File: src/rtl/axi_lite_cmd_master_if.sv
// AXI4-Lite channel bundle between the command master and the crossbar port.
// Every channel transfers on a clock edge where its valid and ready are both high; valid never drops before that.
interface axi_lite_cmd_master_if #(
  parameter int ADDR_WIDTH = 32,
  parameter int DATA_WIDTH = 32
);
  localparam int STRB_WIDTH = DATA_WIDTH / 8;

  logic [ADDR_WIDTH-1:0] aw_addr;
  logic [2:0]            aw_prot;
  logic                  aw_valid;
  logic                  aw_ready;

  logic [DATA_WIDTH-1:0] w_data;
  logic [STRB_WIDTH-1:0] w_strb;
  logic                  w_valid;
  logic                  w_ready;

  logic                  b_valid;
  logic [1:0]            b_resp;
  logic                  b_ready;

  logic [ADDR_WIDTH-1:0] ar_addr;
  logic [2:0]            ar_prot;
  logic                  ar_valid;
  logic                  ar_ready;

  logic                  r_valid;
  logic [DATA_WIDTH-1:0] r_data;
  logic [1:0]            r_resp;
  logic                  r_ready;

  modport master (
    output aw_addr, aw_prot, aw_valid,
    input  aw_ready,
    output w_data, w_strb, w_valid,
    input  w_ready,
    input  b_valid, b_resp,
    output b_ready,
    output ar_addr, ar_prot, ar_valid,
    input  ar_ready,
    input  r_valid, r_data, r_resp,
    output r_ready
  );

  modport slave (
    input  aw_addr, aw_prot, aw_valid,
    output aw_ready,
    input  w_data, w_strb, w_valid,
    output w_ready,
    output b_valid, b_resp,
    input  b_ready,
    input  ar_addr, ar_prot, ar_valid,
    output ar_ready,
    output r_valid, r_data, r_resp,
    input  r_ready
  );
endinterface

File: src/rtl/axi_lite_cmd_master.sv
// Single-beat command/response front end that issues one AXI4-Lite read or write at a time.
// Responses come back in command order; AXI error codes are passed through untouched.
module axi_lite_cmd_master #(
  parameter int ADDR_WIDTH = 32,
  parameter int DATA_WIDTH = 32
) (
  input  logic                    clk_i,
  input  logic                    rst_i,
  input  logic                    cmd_valid_i,
  output logic                    cmd_ready_o,
  input  logic                    cmd_we_i,
  input  logic [ADDR_WIDTH-1:0]   cmd_addr_i,
  input  logic [DATA_WIDTH-1:0]   cmd_wdata_i,
  input  logic [DATA_WIDTH/8-1:0] cmd_wstrb_i,
  output logic                    rsp_valid_o,
  input  logic                    rsp_ready_i,
  output logic                    rsp_we_o,
  output logic [DATA_WIDTH-1:0]   rsp_rdata_o,
  output logic [1:0]              rsp_resp_o,
  output logic [2:0]              dbg_state_o,
  axi_lite_cmd_master_if.master   master
);

  typedef enum logic [2:0] {
    IDLE    = 3'd0,
    WR_REQ  = 3'd1,
    WR_RESP = 3'd2,
    RD_REQ  = 3'd3,
    RD_RESP = 3'd4,
    RSP     = 3'd5
  } state_t;

  state_t                  state_q;
  state_t                  state_d;

  logic                    we_q;
  logic [ADDR_WIDTH-1:0]   addr_q;
  logic [DATA_WIDTH-1:0]   wdata_q;
  logic [DATA_WIDTH/8-1:0] wstrb_q;
  logic                    aw_done_q;
  logic                    w_done_q;
  logic [DATA_WIDTH-1:0]   rdata_q;
  logic [1:0]              resp_q;

  logic cmd_hs;
  logic aw_hs;
  logic w_hs;
  logic b_hs;
  logic r_hs;

  assign cmd_hs = cmd_valid_i & cmd_ready_o;
  assign aw_hs  = master.aw_valid & master.aw_ready;
  assign w_hs   = master.w_valid & master.w_ready;
  assign b_hs   = master.b_valid & master.b_ready;
  assign r_hs   = master.r_valid & master.r_ready;

  always_ff @(posedge clk_i or posedge rst_i) begin
    if (rst_i) begin
      state_q <= IDLE;
    end else begin
      state_q <= state_d;
    end
  end

  always_comb begin
    state_d         = state_q;
    cmd_ready_o     = 1'b0;
    rsp_valid_o     = 1'b0;
    master.aw_valid = 1'b0;
    master.w_valid  = 1'b0;
    master.b_ready  = 1'b0;
    master.ar_valid = 1'b0;
    master.r_ready  = 1'b0;
    case (state_q)
      IDLE: begin
        cmd_ready_o = 1'b1;
        if (cmd_valid_i) begin
          state_d = cmd_we_i ? WR_REQ : RD_REQ;
        end
      end
      WR_REQ: begin
        // AW and W retire independently; leave once both have been accepted.
        master.aw_valid = ~aw_done_q;
        master.w_valid  = ~w_done_q;
        if ((aw_done_q | master.aw_ready) & (w_done_q | master.w_ready)) begin
          state_d = WR_RESP;
        end
      end
      WR_RESP: begin
        master.b_ready = 1'b1;
        if (master.b_valid) begin
          state_d = RSP;
        end
      end
      RD_REQ: begin
        master.ar_valid = 1'b1;
        if (master.ar_ready) begin
          state_d = RD_RESP;
        end
      end
      RD_RESP: begin
        master.r_ready = 1'b1;
        if (master.r_valid) begin
          state_d = RSP;
        end
      end
      RSP: begin
        rsp_valid_o = 1'b1;
        if (rsp_ready_i) begin
          state_d = IDLE;
        end
      end
      default: begin
        state_d = IDLE;
      end
    endcase
  end

  always_ff @(posedge clk_i or posedge rst_i) begin
    if (rst_i) begin
      we_q      <= 1'b0;
      addr_q    <= '0;
      wdata_q   <= '0;
      wstrb_q   <= '0;
      aw_done_q <= 1'b0;
      w_done_q  <= 1'b0;
      rdata_q   <= '0;
      resp_q    <= 2'b00;
    end else begin
      if (cmd_hs) begin
        we_q      <= cmd_we_i;
        addr_q    <= cmd_addr_i;
        wdata_q   <= cmd_wdata_i;
        wstrb_q   <= cmd_wstrb_i;
        aw_done_q <= 1'b0;
        w_done_q  <= 1'b0;
      end
      if (aw_hs) begin
        aw_done_q <= 1'b1;
      end
      if (w_hs) begin
        w_done_q <= 1'b1;
      end
      // Writes report zero read data so the response word is fully defined.
      if (b_hs) begin
        resp_q  <= master.b_resp;
        rdata_q <= '0;
      end
      if (r_hs) begin
        resp_q  <= master.r_resp;
        rdata_q <= master.r_data;
      end
    end
  end

  assign master.aw_addr = addr_q;
  assign master.aw_prot = 3'b000;
  assign master.w_data  = wdata_q;
  assign master.w_strb  = wstrb_q;
  assign master.ar_addr = addr_q;
  assign master.ar_prot = 3'b000;

  assign rsp_we_o    = we_q;
  assign rsp_rdata_o = rdata_q;
  assign rsp_resp_o  = resp_q;
  assign dbg_state_o = state_q;

endmodule

File: src/flat_wrapper.sv
// flat-port wrapper written by rule: the top's interface ports become plain ports
module axi_lite_cmd_master_flat 
#(
  parameter int ADDR_WIDTH = 32,
  parameter int DATA_WIDTH = 32
)
  (clk_i, rst_i, cmd_valid_i, cmd_ready_o, cmd_we_i, cmd_addr_i, cmd_wdata_i, cmd_wstrb_i, rsp_valid_o, rsp_ready_i, rsp_we_o, rsp_rdata_o, rsp_resp_o, dbg_state_o, master_aw_addr, master_aw_prot, master_aw_valid, master_aw_ready, master_w_data, master_w_strb, master_w_valid, master_w_ready, master_b_valid, master_b_resp, master_b_ready, master_ar_addr, master_ar_prot, master_ar_valid, master_ar_ready, master_r_valid, master_r_data, master_r_resp, master_r_ready);
  axi_lite_cmd_master_if #(.ADDR_WIDTH(ADDR_WIDTH), .DATA_WIDTH(DATA_WIDTH)) master_i ();
  input  logic clk_i;
  input  logic rst_i;
  input  logic cmd_valid_i;
  output logic cmd_ready_o;
  input  logic cmd_we_i;
  input  logic [ADDR_WIDTH-1:0] cmd_addr_i;
  input  logic [DATA_WIDTH-1:0] cmd_wdata_i;
  input  logic [DATA_WIDTH/8-1:0] cmd_wstrb_i;
  output logic rsp_valid_o;
  input  logic rsp_ready_i;
  output logic rsp_we_o;
  output logic [DATA_WIDTH-1:0] rsp_rdata_o;
  output logic [1:0] rsp_resp_o;
  output logic [2:0] dbg_state_o;
  output wire logic [$bits(master_i.aw_addr)-1:0] master_aw_addr;
  output wire logic [$bits(master_i.aw_prot)-1:0] master_aw_prot;
  output wire logic [$bits(master_i.aw_valid)-1:0] master_aw_valid;
  input wire logic [$bits(master_i.aw_ready)-1:0] master_aw_ready;
  output wire logic [$bits(master_i.w_data)-1:0] master_w_data;
  output wire logic [$bits(master_i.w_strb)-1:0] master_w_strb;
  output wire logic [$bits(master_i.w_valid)-1:0] master_w_valid;
  input wire logic [$bits(master_i.w_ready)-1:0] master_w_ready;
  input wire logic [$bits(master_i.b_valid)-1:0] master_b_valid;
  input wire logic [$bits(master_i.b_resp)-1:0] master_b_resp;
  output wire logic [$bits(master_i.b_ready)-1:0] master_b_ready;
  output wire logic [$bits(master_i.ar_addr)-1:0] master_ar_addr;
  output wire logic [$bits(master_i.ar_prot)-1:0] master_ar_prot;
  output wire logic [$bits(master_i.ar_valid)-1:0] master_ar_valid;
  input wire logic [$bits(master_i.ar_ready)-1:0] master_ar_ready;
  input wire logic [$bits(master_i.r_valid)-1:0] master_r_valid;
  input wire logic [$bits(master_i.r_data)-1:0] master_r_data;
  input wire logic [$bits(master_i.r_resp)-1:0] master_r_resp;
  output wire logic [$bits(master_i.r_ready)-1:0] master_r_ready;
  assign master_aw_addr = master_i.aw_addr;
  assign master_aw_prot = master_i.aw_prot;
  assign master_aw_valid = master_i.aw_valid;
  assign master_i.aw_ready = master_aw_ready;
  assign master_w_data = master_i.w_data;
  assign master_w_strb = master_i.w_strb;
  assign master_w_valid = master_i.w_valid;
  assign master_i.w_ready = master_w_ready;
  assign master_i.b_valid = master_b_valid;
  assign master_i.b_resp = master_b_resp;
  assign master_b_ready = master_i.b_ready;
  assign master_ar_addr = master_i.ar_addr;
  assign master_ar_prot = master_i.ar_prot;
  assign master_ar_valid = master_i.ar_valid;
  assign master_i.ar_ready = master_ar_ready;
  assign master_i.r_valid = master_r_valid;
  assign master_i.r_data = master_r_data;
  assign master_i.r_resp = master_r_resp;
  assign master_r_ready = master_i.r_ready;
  axi_lite_cmd_master #(.ADDR_WIDTH(ADDR_WIDTH), .DATA_WIDTH(DATA_WIDTH)) u_core (.clk_i(clk_i), .rst_i(rst_i), .cmd_valid_i(cmd_valid_i), .cmd_ready_o(cmd_ready_o), .cmd_we_i(cmd_we_i), .cmd_addr_i(cmd_addr_i), .cmd_wdata_i(cmd_wdata_i), .cmd_wstrb_i(cmd_wstrb_i), .rsp_valid_o(rsp_valid_o), .rsp_ready_i(rsp_ready_i), .rsp_we_o(rsp_we_o), .rsp_rdata_o(rsp_rdata_o), .rsp_resp_o(rsp_resp_o), .dbg_state_o(dbg_state_o), .master(master_i));
endmodule
File: config.mk
export PLATFORM = sky130hd
export DESIGN_NAME = axi_lite_cmd_master_flat
export DESIGN_NICKNAME = d
export VERILOG_FILES = /design/src/rtl/axi_lite_cmd_master_if.sv /design/src/rtl/axi_lite_cmd_master.sv /design/src/flat_wrapper.sv
export SDC_FILE = /design/constraint.sdc
export NUM_CORES = 1
export LEC_CHECK = 0
export BUFFER_PORTS_ARGS = -buffer_cell sky130_fd_sc_hd__buf_4
export CORE_UTILIZATION = 40
export CTS_BUF_LIST = sky130_fd_sc_hd__clkbuf_16
export CTS_CLUSTER_SIZE = 24
export DETAILED_ROUTE_END_ITERATION = 6
export GPL_TIMING_DRIVEN = 0
export PLACE_DENSITY_LB_ADDON = 0.05
export SLEW_MARGIN = 20
export SYNTH_ARGS = -nofsm -noshare
export SYNTH_HDL_FRONTEND = slang
export SYNTH_SLANG_ARGS = --single-unit
File: constraint.sdc
create_clock -name clk_i -period 3.6 [get_ports clk_i]
set_input_delay 0.54 -clock clk_i [delete_from_list [all_inputs] [get_ports clk_i]]
set_output_delay 0.54 -clock clk_i [all_outputs]
set_load 0.03 [all_outputs]
* After elaboration in Yosys (flattened, before gate mapping)
Index checks and enable logic that the tools add are counted.
Storage, ports and cells: word-level logic and storage cells 57, output and inout port bits 151, register bits 108, bits of input ports 114
Operators by class: equal/unequal tests 11, mux-type cells 22, reductions and logical operators 5, bitwise logic cells 10
Operators with widths (number):
- 32-bit 2-to-1 mux | 2
- 3-bit 2-to-1 mux | 6
- 3-bit case mux with 6 select lines | 1
- 1-bit 2-to-1 mux | 10
- 2-bit inequality test, second input constant | 5
- 1-bit AND | 6
- 3-bit by 2-bit == test with 1-bit output, second input constant | 2
- 3-bit == test, second input constant | 2
- 2-bit 2-to-1 mux | 3
- 6-bit AND reduction | 1
- 2-bit nonzero test | 3
- 3-bit by 1-bit == test with 1-bit output, second input constant | 1
- 3-bit zero test | 1
- 2-bit by 1-bit inequality test with 1-bit output, second input constant | 1
- 1-bit NOT | 2
- 1-bit OR | 2

* Longest topological paths before layout
Gate-level depths: netlist (run 1).
depth in word-level cells 5, mapped depth 6, gate-level depth less buffers 3

* Worst setup path before layout (run 1)
No wires, ideal clock.
path kind flip-flop to output port, start register u_core.state_q[1], in the netlist u_core.dbg_state_o[1], end output master_aw_valid, slack 1.462 ns, cell stages (with the launch flop) 4, required time 3.060 ns, arrival time 1.598 ns, buffers on the path 1, cells stage by stage dfrtp_1 -> buf_2 -> nand2b_1 -> nor3_1
On the way: cells in the longest elaborated chain, start to end 2
RTL lines:
- start: declaration | line axi_lite_cmd_master.sv:33 | state_t state_q;
- start signal: assignment | line axi_lite_cmd_master.sv:61 | state_q <= state_d;
- 3-bit by 1-bit == test with 1-bit output | line axi_lite_cmd_master.sv:74 | case (state_q)
- 1-bit 2-to-1 mux | line axi_lite_cmd_master.sv:74
- end: declaration | line flat_wrapper.sv:25 | output wire logic [$bits(master_i.aw_valid)-1:0] master_aw_valid;
Every way passes these cells.

* Worst setup path after layout (run 1)
Ends and elaborated chain as after synthesis.

==> results.tsv, run 1 <==
metric	value	unit
total track usage	20.1	%
commonest non-fill, non-tap cell in the layout	buf_4	
clock root cell	clkbuf_16	
P&R area growth vs syn	54.1	%
number of hold buffers added after cts	0	
crit-path max FO	10	
Placement Setup Slack	1790	ps
Req. time, crit path	3060	ps
overall power	0.00776	W
Clk pin slew, worst setup/hold paths	70	ps
die extent in x	109	um
CP Capture Type	output pin	
largest net degree at the start of global routing	59	
endpoints failing setup	0	
CP startpoint kind	flip-flop	
Starting Density	41.4	%
diodes inserted	0	
DRC errors left	0	
most frequent cells in the layout	buf_4 (300), dfrtp_1 (108), mux2_2 (49), a22o_1 (34), mux2_4 (20)	
post-cts resize count	0	
TritonCTS clock tree	done	
Post-Place Cells	712	
grt ovf	0	
Worst Hold Class	in2async	
Crit Path Category	reg2out	
met2 global-route usage	34.8	%
RSZ-0062 raised after global routing	false	
final RePlAce weighted congestion	0.760	
die area	0.0118	mm^2
fraction of layout cells with a size suffix above 1	68.7	%
Crit path arrival time	1610	ps
IO Pins	265	
Starting DRT DRC Count	148	
row cnt	38	
WHS	220	ps
via/cell ratio	4.77	
register area share after synthesis	59.4	%
status	completed	
#FFs+latches synth	108	
clk_lat worst skew	350	ps
leak pwr	3.59	nW
DRT Pass-1 Iters	4	
mapped cell area	0.00455	mm^2
WL per Instance	16.2	um
Via Count	3473	
final count of hold timing violations	0	
gr busiest metal	met2	
Mean Syn Cell Area	14.8	um^2
Post-CTS Setup Inserts	0	
Worst Clk Skew	5.65	ps
detailed placement HPWL	9010	um
Tmin final	2150	ps
antenna violations before repair	0	
grt met3 use	5.80	%
VDD IR max	0.000587	V
PD cells	1110	mW/mm^2
GRT met1 Usage	23.2	%
Syn Inst Count	308	
CTS Sinks	108	
synthesis warning total	0	
Cell Count, Final, Fillers Out	728	
vias in the first global route	3415	
I/O Buffers	258	
Cell variety after synth	32	
Max Slew Vio Count	0	
TritonCTS buffer count	9	
fraction of the cycle the final worst path needs	59.8	%
Final ANT Viol Nets	0	
first-pass GRT wire length	17800	um
FMAX	465	MHz
chip height	109	um
WL final	11800	um
Core ar.	0.0110	mm^2
max_cap viols	0	
H-tree depth	3	
Max Buffers Root-to-Sink	2	
nets	697	
setup ws final	1450	ps
-- critical path: stages (launching register included) --
cell	delay (ps)
dfrtp_1	420
buf_2	190
nand2b_1	190
nor3_1	250
buf_4	220
-- area by class of cell --
cell class / count / area (um^2)
Multi-Input combinational cell: 145 / 1420
Clock buffer: 9 / 225
Inverter: 4 / 20.0
Fill cell: 895 / 3970
Buffer: 56 / 437
Sequential cell: 108 / 2700
Clock inverter: 7 / 75.1
Timing Repair Buffer: 259 / 1960
Tap cell: 140 / 175
-- path summary, 6_finish.rpt --
check	startpoint	slack, ps	endpoint	cells past startpoint
worst max-delay path	u_core.dbg_state_o[1]	1450	master_aw_valid	4
worst min-delay path	rst_i	220	u_core.master.w_data[27]	2
worst max register to register	u_core.dbg_state_o[0]	1830	u_core.master.ar_addr[11]	6
worst min register to register	u_core.rsp_rdata_o[8]	500	u_core.rsp_rdata_o[8]	1
max in group asynchronous	rst_i	2720	u_core.master.ar_addr[13]	3
min in group clk_i	master_r_resp[1]	400	u_core.rsp_resp_o[1]	3
-- flip-flops by register name, summed over array words and instances (netlist names) --
signal / cells
u_core.rsp_we_o: 1
u_core.rsp_resp_o: 2
u_core.dbg_state_o: 3
u_core.rsp_rdata_o: 32
u_core.master.w_data: 32
u_core.aw_done_q: 1
u_core.master.ar_addr: 32
u_core.master.w_strb: 4
u_core.w_done_q: 1
-- metal layers --
metal	wire (um)	part of all wire, %	up-vias
met1	4550	39	1700
met2	6130	52	151
met4	216	1.8	0
met3	901	7.6	17
li1	-	-	1605
met5	0	0	-
-- where the power goes --
| part | switching, W | internal, W | leakage, nW |
|---|---|---|---|
| Clock | 0.000454 | 0.000543 | 0.138 |
| Sequential | 0.000403 | 0.00181 | 1.32 |
| Combinational | 0.00251 | 0.00204 | 2.13 |
| Total | 0.00336 | 0.00440 | 3.59 |
-- through the flow --
step | util [%] | cell area (um^2) | setup TNS, ps
floorplan | - | 4570 | 0
global placement | 60.8 | 6680 | -108720
detailed placement | 61.1 | 6720 | 0
CTS | 63.9 | 7020 | 0
global route | 63.9 | 7020 | 0
finish | 63.9 | 7020 | 0
-- synth_stat cells, drive strengths merged --
cell | n | area [um^2]
nand2b | 2 | 12.5
or3b | 1 | 8.76
mux2 | 69 | 852
nor3 | 4 | 25.0
inv | 4 | 15.0
nand3b | 2 | 15.0
or3 | 1 | 6.26
nand2 | 5 | 18.8
nor4bb | 1 | 10.0
o21ai | 2 | 10.0
a21o | 1 | 7.51
and4bb | 1 | 12.5
dfrtp | 108 | 2700
o211ai | 1 | 7.51
conb | 1 | 3.75
a22o | 34 | 298
o2111ai | 1 | 8.76
o21bai | 1 | 7.51
nor2 | 3 | 11.3
and2 | 1 | 6.26
o211a | 1 | 10.0
a211oi | 1 | 7.51
o21a | 1 | 7.51
mux2i | 3 | 30.0
o22ai | 2 | 12.5
buf | 56 | 437
o311ai | 1 | 8.76
-- kinds of logic after synthesis --
family | count (synthesis) | synth area share (%)
buffers and inverters | 60 | 9.92
other | 1 | 0.0824
AO/OA/AOI/OAI | 46 | 8.47
flip-flops | 108 | 59.4
multiplexers | 72 | 19.4
AND/OR/NAND/NOR | 21 | 2.78
Note: power is estimated with default switching activity, not from simulation.
==> run 2: changes to the inputs <==
Clock period 3.6 ns to 1.7 ns, I/O delays scaled along.
==> results.tsv, run 2 (synthesis results as in run 1) <==
metric	value	unit	change
Max Buffers Root-to-Sink	2		unchanged
fraction of layout cells with a size suffix above 1	70.0	%	+1.3 points
Setup TNS Final	0	ps	unchanged
P&R area growth vs syn	58.0	%	
Crit Path Category	reg2out		
TritonCTS buffer count	9		unchanged
die extent in x	109	um	unchanged
reg2reg path depth	5		-1
setup ws final	56.5	ps	-1390 ps
endpoints failing setup	0		unchanged
final RePlAce weighted congestion	0.861		+13%
max_slew headroom	59.7	%	
clock root cell	clkbuf_16		
Worst Clk Skew	5.03	ps	-0.628 ps
fraction of the cycle the final worst path needs	96.7	%	
DRC errors left	0		unchanged
Starting Density	41.4	%	unchanged
max_cap viols	0		unchanged
CP Capture Type	output pin		
Final ANT Viol Nets	0		unchanged
final count of hold timing violations	0		unchanged
Via Count	3450		-0.66%
Post-Place Cells	714		+0.28%
nets	707		+1.4%
CTS Sinks	108		unchanged
RSZ-0062 raised after global routing	true		
commonest non-fill, non-tap cell in the layout	buf_4		
chip height	109	um	unchanged
Max Slew Vio Count	0		unchanged
Starting DRT DRC Count	109		-26%
Core ar.	0.0110	mm^2	unchanged
IO Pins	265		unchanged
VDD IR max	0.00141	V	+140%
TritonCTS clock tree	done		
worst-margin pin slew	603	ps	
leak pwr	3.66	nW	+2.1%
grt ovf	0		unchanged
detailed placement HPWL	8920	um	-0.96%
crit-path max FO	10		unchanged
WL per Instance	15.8	um	-2.5%
vias in the first global route	3378		-1.1%
most frequent cells in the layout	buf_4 (303), dfrtp_1 (105), mux2_2 (49), a22o_1 (34), mux2_4 (20)		
Tmin final	1640	ps	
status	completed		
Placement Setup Slack	31.3	ps	-1760 ps
CP startpoint kind	flip-flop		
Multi-input gate area	0.00147	mm^2	+3.6%
Crit path arrival time	1390	ps	-220 ps
clk_lat worst skew	330	ps	-20 ps
WL final	11600	um	-1.4%
fill count	846		-5.5%
total track usage	19.2	%	-0.89 points
first-pass GRT wire length	17100	um	-3.5%
largest net degree at the start of global routing	34		-42%
die area	0.0118	mm^2	unchanged
via/cell ratio	4.69		-1.7%
Reg-to-Reg Start	u_core.dbg_state_o[0]		
crit path launch	u_core.dbg_state_o[1]		
PD cells	2300	mW/mm^2	+110%
H-tree depth	3		unchanged
I/O Buffers	258		unchanged
Req. time, crit path	1440	ps	-1620 ps
FMAX	608	MHz	
Worst Hold Class	in2reg		
reg-to-reg critical path endpoint	u_core.master.ar_addr[12]		
Clk pin slew, worst setup/hold paths	70	ps	about the same
register area	0.00271	mm^2	+0.14%
antenna violations before repair	0		unchanged
DRT Pass-1 Iters	4		unchanged
diodes inserted	0		unchanged
row cnt	38		unchanged
Cell Count, Final, Fillers Out	736		+1.1%
CP endpoint	master_w_valid		
R2R setup slack	90	ps	-1740 ps
==> run 2: worst min-delay path by stage <==
stage,startpoint,to,slack [ps],depth (start not counted)
after floorplan,master_r_resp[0],u_core.rsp_resp_o[0],370,2
after global placement,master_r_resp[0],u_core.rsp_resp_o[0],460,3
after detailed placement,rst_i,u_core.master.w_data[19],360,2
after CTS,master_r_resp[1],u_core.rsp_resp_o[1],110,3
after global routing,master_r_data[14],u_core.rsp_rdata_o[14],130,2
final,master_r_resp[1],u_core.rsp_resp_o[1],120,3
==> run 2: metrics by stage <==
| step | utilization (%) | hold slack (ps) | area (um^2) | total power (W) |
|---|---|---|---|---|
| final | 65.5 | 120 | 7190 | 0.0165 |
| after global routing | 65.5 | 131 | 7190 | 0.0174 |
| after CTS | 64.1 | 115 | 7050 | 0.0164 |
| after detailed placement | 61.5 | 363 | 6760 | 0.0145 |
| after global placement | 61.0 | 462 | 6700 | 0.0143 |
| after floorplan | - | 372 | 4580 | 0.0109 |
==> run 2: worst max-delay path: stages (launching register included) <==
cell	delay, ps
dfrtp_2	430
buf_6	150
nand2b_4	170
nor3_4	120
buf_4	180
==> run 2: cell type report <==
| cell class | count | share of cell area [%] |
|---|---|---|
| Buffer | 55 | 6.12 |
| Clock buffer | 9 | 3.13 |
| Clock inverter | 5 | 0.330 |
| Inverter | 4 | 0.261 |
| Multi-Input combinational cell | 145 | 20.4 |
| Sequential cell | 108 | 37.6 |
| Tap cell | 140 | 2.44 |
| Timing Repair Buffer | 270 | 29.7 |
==> run 2: metal layers <==
layer  vias to the layer above  routed length (um)  GRT usage (%)
li1                       1623                   -              -
met4                         0                 270           8.40
met5                         -                   0              0
met2                       172                5810           32.8
met1                      1635                4500           22.4
met3                        20                1050           5.56
==> run 2: report_power, final <==
group / switching, W / internal [W] / total (W)
registers: 0.000855 / 0.00385 / 0.00470
logic: 0.00540 / 0.00459 / 0.0100
clock network: 0.000858 / 0.000959 / 0.00182
==> run 2: what timing repair did <==
item,4_1_cts,5_1_grt
cloned,0,3
hold endpoints to repair,14,0
buffers inserted,1,4
hold buffers,1,0
resized for setup,5,9
endpoints found under the setup margin,4,25
pin swaps,0,1
